## config.mk

```make
export PLATFORM = sky130hd
export DESIGN_NAME = mcse_ahb_multi_requester
export DESIGN_NICKNAME = d
export VERILOG_FILES = /design/src/rtl/mcse_ahb_multi_requester.sv
export SDC_FILE = /design/constraint.sdc
export NUM_CORES = 2
export LEC_CHECK = 0
export ABC_AREA = 1
export CAP_MARGIN = 20
export CORE_AREA = 2 2 372 374
export DETAILED_ROUTE_END_ITERATION = 8
export DIE_AREA = 0 0 374 376
export SLEW_MARGIN = 10
export SYNTH_ARGS = -nofsm -noshare
export SYNTH_HDL_FRONTEND = slang
export SYNTH_SLANG_ARGS = --single-unit
export TNS_END_PERCENT = 1
```

## constraint.sdc

```tcl
create_clock -name clk -period 6.1 [get_ports clk]
set_input_delay 1.525 -clock clk [delete_from_list [all_inputs] [get_ports clk]]
set_output_delay 1.525 -clock clk [all_outputs]
set_load 0.03 [all_outputs]
```

## src/rtl/mcse_ahb_multi_requester.sv

```systemverilog
// N-channel AHB-Lite requester: round-robin arbitration of payload-wide go/done requests,
// each executed as one INCR burst of word beats with wait-state and ERROR handling.
module mcse_ahb_multi_requester #(
  parameter int unsigned N_REQ              = 2,
  parameter int unsigned pAHB_ADDR_WIDTH    = 32,
  parameter int unsigned pAHB_DATA_WIDTH    = 32,
  parameter int unsigned pPAYLOAD_SIZE_BITS = 256,
  parameter int unsigned pAHB_HRESP_WIDTH   = 2
) (
  input  logic                                  clk,
  input  logic                                  rst_n,
  input  logic [N_REQ-1:0]                      req_go,
  input  logic [N_REQ*pAHB_ADDR_WIDTH-1:0]      req_addr,
  input  logic [N_REQ*pPAYLOAD_SIZE_BITS-1:0]   req_wdata,
  input  logic [N_REQ-1:0]                      req_rw,
  output logic [N_REQ-1:0]                      req_done,
  output logic                                  req_err,
  output logic [pPAYLOAD_SIZE_BITS-1:0]         req_rdata,
  input  logic [pAHB_DATA_WIDTH-1:0]            I_hrdata,
  input  logic                                  I_hready,
  input  logic [pAHB_HRESP_WIDTH-1:0]           I_hresp,
  input  logic                                  I_hreadyout,
  output logic [pAHB_ADDR_WIDTH-1:0]            O_haddr,
  output logic [2:0]                            O_hburst,
  output logic                                  O_hmastlock,
  output logic [3:0]                            O_hprot,
  output logic                                  O_hnonsec,
  output logic [2:0]                            O_hsize,
  output logic [1:0]                            O_htrans,
  output logic [pAHB_DATA_WIDTH-1:0]            O_hwdata,
  output logic                                  O_hwrite
);

  localparam int unsigned AW    = pAHB_ADDR_WIDTH;
  localparam int unsigned DW    = pAHB_DATA_WIDTH;
  localparam int unsigned PW    = pPAYLOAD_SIZE_BITS;
  localparam int unsigned BEATS = PW / DW;
  localparam int unsigned IW    = (N_REQ > 1) ? $clog2(N_REQ) : 1;
  localparam int unsigned CW    = $clog2(BEATS + 1);
  localparam int unsigned OFFW  = $clog2(PW / 8);

  localparam logic [IW-1:0] LAST_CH   = IW'(N_REQ - 1);
  localparam logic [CW-1:0] LAST_BEAT = CW'(BEATS - 1);
  localparam logic [AW-1:0] AMASK     = {AW{1'b1}} << OFFW;
  localparam logic [pAHB_HRESP_WIDTH-1:0] HRESP_OKAY = '0;
  localparam logic [pAHB_HRESP_WIDTH-1:0] HRESP_ERR  = pAHB_HRESP_WIDTH'(1);
  localparam logic [1:0] HT_IDLE   = 2'b00;
  localparam logic [1:0] HT_NONSEQ = 2'b10;
  localparam logic [1:0] HT_SEQ    = 2'b11;

  typedef enum logic [1:0] {S_IDLE, S_ADDR, S_DATA, S_DONE} state_t;

  state_t          state_q, state_d;
  logic [IW-1:0]   grant_q, grant_d;
  logic [IW-1:0]   ptr_q, ptr_d;
  logic [AW-1:0]   addr_q, addr_d;
  logic [PW-1:0]   wdata_q, wdata_d;
  logic            rw_q, rw_d;
  logic            err_q, err_d;
  logic [CW-1:0]   beat_q, beat_d;
  logic [PW-1:0]   rbuf_q, rbuf_d;
  logic [PW-1:0]   rdo_q, rdo_d;

  logic            found, hi_found, lo_found;
  logic [IW-1:0]   sel, hi_sel, lo_sel;
  logic [CW-1:0]   didx;
  logic            cap;
  logic            unused_hreadyout;

  assign unused_hreadyout = I_hreadyout;
  assign didx             = beat_q - 1'b1;

  assign O_hburst    = 3'b001;
  assign O_hsize     = 3'b010;
  assign O_hprot     = 4'b0011;
  assign O_hmastlock = 1'b0;
  assign O_hnonsec   = 1'b1;

  // Round robin: first go at or above the pointer, otherwise wrap to the lowest asserted go.
  always_comb begin
    hi_found = 1'b0;
    lo_found = 1'b0;
    hi_sel   = '0;
    lo_sel   = '0;
    for (int unsigned i = 0; i < N_REQ; i++) begin
      if (req_go[i] && !hi_found && (IW'(i) >= ptr_q)) begin
        hi_found = 1'b1;
        hi_sel   = IW'(i);
      end
      if (req_go[i] && !lo_found) begin
        lo_found = 1'b1;
        lo_sel   = IW'(i);
      end
    end
    found = hi_found | lo_found;
    sel   = hi_found ? hi_sel : lo_sel;
  end

  always_comb begin
    state_d   = state_q;
    grant_d   = grant_q;
    ptr_d     = ptr_q;
    addr_d    = addr_q;
    wdata_d   = wdata_q;
    rw_d      = rw_q;
    err_d     = err_q;
    beat_d    = beat_q;
    rbuf_d    = rbuf_q;
    rdo_d     = rdo_q;
    cap       = 1'b0;
    O_htrans  = HT_IDLE;
    O_haddr   = '0;
    O_hwrite  = 1'b0;
    O_hwdata  = '0;
    req_done  = '0;
    req_err   = 1'b0;
    req_rdata = rdo_q;

    case (state_q)
      S_IDLE: begin
        if (found) begin
          state_d = S_ADDR;
          grant_d = sel;
          ptr_d   = (sel == LAST_CH) ? '0 : sel + 1'b1;
          addr_d  = req_addr[sel*AW +: AW] & AMASK;
          wdata_d = req_wdata[sel*PW +: PW];
          rw_d    = req_rw[sel];
          err_d   = 1'b0;
          beat_d  = '0;
        end
      end
      S_ADDR: begin
        O_htrans = (beat_q == '0) ? HT_NONSEQ : HT_SEQ;
        O_haddr  = addr_q + (AW'(beat_q) << 2);
        O_hwrite = rw_q;
        if (beat_q != '0) O_hwdata = wdata_q[didx*DW +: DW];
        // An ERROR can only answer an outstanding data phase, so beat 0 ignores hresp.
        if ((beat_q != '0) && !I_hready && (I_hresp == HRESP_ERR)) begin
          err_d   = 1'b1;
          state_d = S_DATA;
        end else if (I_hready) begin
          cap    = (beat_q != '0);
          beat_d = beat_q + 1'b1;
          if (beat_q == LAST_BEAT) state_d = S_DATA;
        end
      end
      S_DATA: begin
        O_hwdata = wdata_q[didx*DW +: DW];
        if (I_hready) begin
          cap     = 1'b1;
          state_d = S_DONE;
        end else if (I_hresp == HRESP_ERR) begin
          err_d = 1'b1;
        end
      end
      S_DONE: begin
        req_done  = N_REQ'(1) << grant_q;
        req_err   = err_q;
        req_rdata = rbuf_q;
        rdo_d     = rbuf_q;
        state_d   = S_IDLE;
      end
      default: state_d = S_IDLE;
    endcase

    if (cap && !rw_q && !err_q && (I_hresp == HRESP_OKAY))
      rbuf_d[didx*DW +: DW] = I_hrdata;
  end

  always_ff @(posedge clk) begin
    if (!rst_n) begin
      state_q <= S_IDLE;
      grant_q <= '0;
      ptr_q   <= '0;
      addr_q  <= '0;
      wdata_q <= '0;
      rw_q    <= 1'b0;
      err_q   <= 1'b0;
      beat_q  <= '0;
      rbuf_q  <= '0;
      rdo_q   <= '0;
    end else begin
      state_q <= state_d;
      grant_q <= grant_d;
      ptr_q   <= ptr_d;
      addr_q  <= addr_d;
      wdata_q <= wdata_d;
      rw_q    <= rw_d;
      err_q   <= err_d;
      beat_q  <= beat_d;
      rbuf_q  <= rbuf_d;
      rdo_q   <= rdo_d;
    end
  end

endmodule
```

==> impl_metrics.env <==
export IMPL_worstSetupStartpoint="beat_q[1]"
export IMPL_drt_iter0_drc=2998
export IMPL_crit_slowest_cell="o221ai_1"
export IMPL_crit_path_frequent_cell="nand2_1"
export IMPL_syn_area_per_cell_um2=6.72
export IMPL_die_x_um=374
export IMPL_slew_headroom_pct=25.9
export IMPL_wire_per_inst_um=21.7
export IMPL_min_period_over_period_pct=91.2
export IMPL_maxCapViolCount=0
export IMPL_yosysWarnings=0
export IMPL_synth_seq_area_share_pct=46.4
export IMPL_area_growth_syn_to_layout_pct=40.4
export IMPL_cts_root_buf="clkbuf_16"
export IMPL_globalplace_congestion=0.896
export IMPL_hold_viol=0
export IMPL_clock_latency_ps=710
export IMPL_fin_ws_ps=536
export IMPL_ctsResizeCount=0
export IMPL_synth_cell_types=36
export IMPL_regToRegSetupSlack_ps=2090
export IMPL_cts_clk_slew_worst_paths_ps=60
export IMPL_antenna_left=0
export IMPL_drt_vias_per_instance=4.78
export IMPL_place_area_mm2=0.0454
export IMPL_cts_buffers=92
export IMPL_grt_pass1_wl_um=238000
export IMPL_use_met1_pct=27.3
export IMPL_synth_area_mm2=0.0347
export IMPL_min_period_ps=5560
export IMPL_grtUsageTotal_pct=23.0
export IMPL_total_power_mw=19.0
export IMPL_via_count=37200
export IMPL_endpoint_kind="output port"
export IMPL_max_stage_delay_ps=760
export IMPL_h_tree_depth=3
export IMPL_peakVddDrop_mv=0.336
export IMPL_cts_buffer_depth=3
export IMPL_ys_seq_elements=805
export IMPL_status="complete, no violations"
export IMPL_worstPathMaxFanout=59
export IMPL_crit_buf_inv=2
export IMPL_drc=0
export IMPL_worstPathRequired_ps=4580
export IMPL_rsz0062_at_grt="false"
export IMPL_crit_arrival_ps=4040
export IMPL_maxSlewViolCount=0
export IMPL_nets=6521
export IMPL_core_mm2=0.137
export IMPL_antenna_found_initial=46
export IMPL_p_leak_nw=20.3
export IMPL_power_density_mw_per_mm2=390
export IMPL_layout_common_cells="nand2_1, clkdlybuf4s50_1, dfxtp_1"
export IMPL_clock_sinks=805
export IMPL_post_cts_buffers=0
export IMPL_regToRegStartpoint="beat_q[1]"
export IMPL_fp_dieArea_mm2=0.141
export IMPL_cp_start_kind="flip-flop"
export IMPL_tightest_slew_ps=1110
export IMPL_row_count=136
export IMPL_die_h_um=376
export IMPL_synthCells=5167
export IMPL_fin_util_pct=35.7
export IMPL_hold_path_startpoint="ptr_q"
export IMPL_portBuffers=930
export IMPL_holdBufCountCts=0
export IMPL_grt_max_degree=202
export IMPL_drive_gt1_share_pct=4.50
export IMPL_setup_worst_path_class="reg2out"
export IMPL_grt_pass1_vias=34900
export IMPL_final_area_mm2=0.0488
export IMPL_gr_usage_met3_pct=5.62
export IMPL_dr_pass1_iters=6
export IMPL_layout_commonest_cell="nand2_1"
export IMPL_setup_viol=0
export IMPL_place_hpwl_um=125000
export IMPL_critPathTopFamily="simple AND/OR/NAND/NOR gates"
export IMPL_hp_class="reg2reg"
export IMPL_finalSetupTns_ps=0
export IMPL_overflow=0
export IMPL_fin_skew_ps=38.0
export IMPL_grt_use_met2_pct=38.1
export IMPL_tritoncts="yes"
export IMPL_initial_core_util_pct=25.4
export IMPL_fmax_mhz=180
export IMPL_totalWireLength_um=169000
export IMPL_grt_busiest_layer="met2"
export IMPL_cp_cell_sequence="inv_1 > ha_1 > nand2_4 > o221ai_1 > nand2_1 > nand2_1 > nor2_1 > buf_4"
export IMPL_dp_slack_ps=1180
export IMPL_io_pins=956
## registers in the layout (all words and copies together), names as in the netlist
register	cells
ptr_q	1
addr_q	27
wdata_q	256
state_q	2
beat_q	4
rw_q	1
grant_q	1
rbuf_q	256
rdo_q	256
err_q	1
## layout make-up
cell class,count,area (um^2)
Antenna cell,27,67.6
Tap cell,1794,2240
Clock inverter,40,677
Sequential cell,805,16100
Clock buffer,121,2580
Multi-Input combinational cell,3797,16400
Fill cell,14600,87900
Timing Repair Buffer,981,9840
Inverter,212,830
## where the power goes
part / switching, mW / total [mW] / internal (mW) / leakage, nW
registers: 0.403 / 6.16 / 5.75 / 6.54
logic: 4.96 / 6.82 / 1.85 / 12.1
clock network: 2.41 / 6.03 / 3.62 / 1.59
## synth_stat cells
cell type  number  share of area (%)
a211oi_1        2              0.043
a21oi_1       319                4.6
a21oi_2         2              0.050
a221oi_1        6               0.15
a31oi_1       232                4.2
buf_1          32               0.35
buf_2          58               0.84
buf_4          21               0.45
clkbuf_1      254                2.7
clkinv_1       32               0.35
conb_1          2              0.022
dfxtp_1       805                 46
ha_1           14               0.50
inv_1         173                1.9
inv_2           7              0.076
nand2_1      2153                 23
nand2_2         2              0.036
nand2_4         2              0.065
nand3_1       122                1.8
nand3_2         2              0.058
nand4_1        10               0.18
nor2_1        611                6.6
nor2_2          2              0.036
nor2_4          2              0.065
nor3_1          6              0.086
nor3_2          3              0.086
nor3_4          1              0.047
nor4_1          1              0.018
o211ai_1        5               0.11
o21a_1          2              0.043
o21ai_0        72                1.0
o21ai_1       138                2.0
o221ai_1       64                1.6
o22a_1          4               0.10
xnor2_1         1              0.025
xor2_1          5               0.13
## worst reg2reg max path: stages (launching register included)
cell and delay, ps:
dfxtp_1 440, inv_1 130, ha_1 450, nand2_4 720, nor2_4 80, ha_1 390
nand2_1 140, nor3_4 660, inv_2 510, nor2_1 290, nor2_1 70
## per-stage QoR
stage / hold slack, ps / cells
floorplan: 438 / 5179
detailed placement: 457 / 7588
global placement: 444 / 7588
global route: 482 / 7770
finish: 459 / 7777
CTS: 466 / 7749
## logic make-up (layout without fill, tap and decap cells)
kind of cell               after synthesis  in the layout  synth area share, %
adders and majority gates               14             14                0.505
buffers and inverters                  577           1354                 6.67
xor gates and xnor gates                 6              6                0.151
AOI/OAI and AO/OA                      846            846                 13.9
and+or+nand+nor                       2917           2917                 32.3
other                                    2             41               0.0216
DFF                                    805            805                 46.4
## metal layers
metal / wire, um / up-vias
li1: - / 18000
met1: 67600 / 17500
met2: 79000 / 1401
met3: 12800 / 324
met4: 9530 / 28
met5: 184 / -
## worst paths after layout
check | end | depth (start not counted)
max | O_hwdata[7] | 8
min | ptr_q | 2
max reg2reg | rbuf_q[123] | 10
min reg2reg | ptr_q | 2
Power figures use the tool's default switching activity.
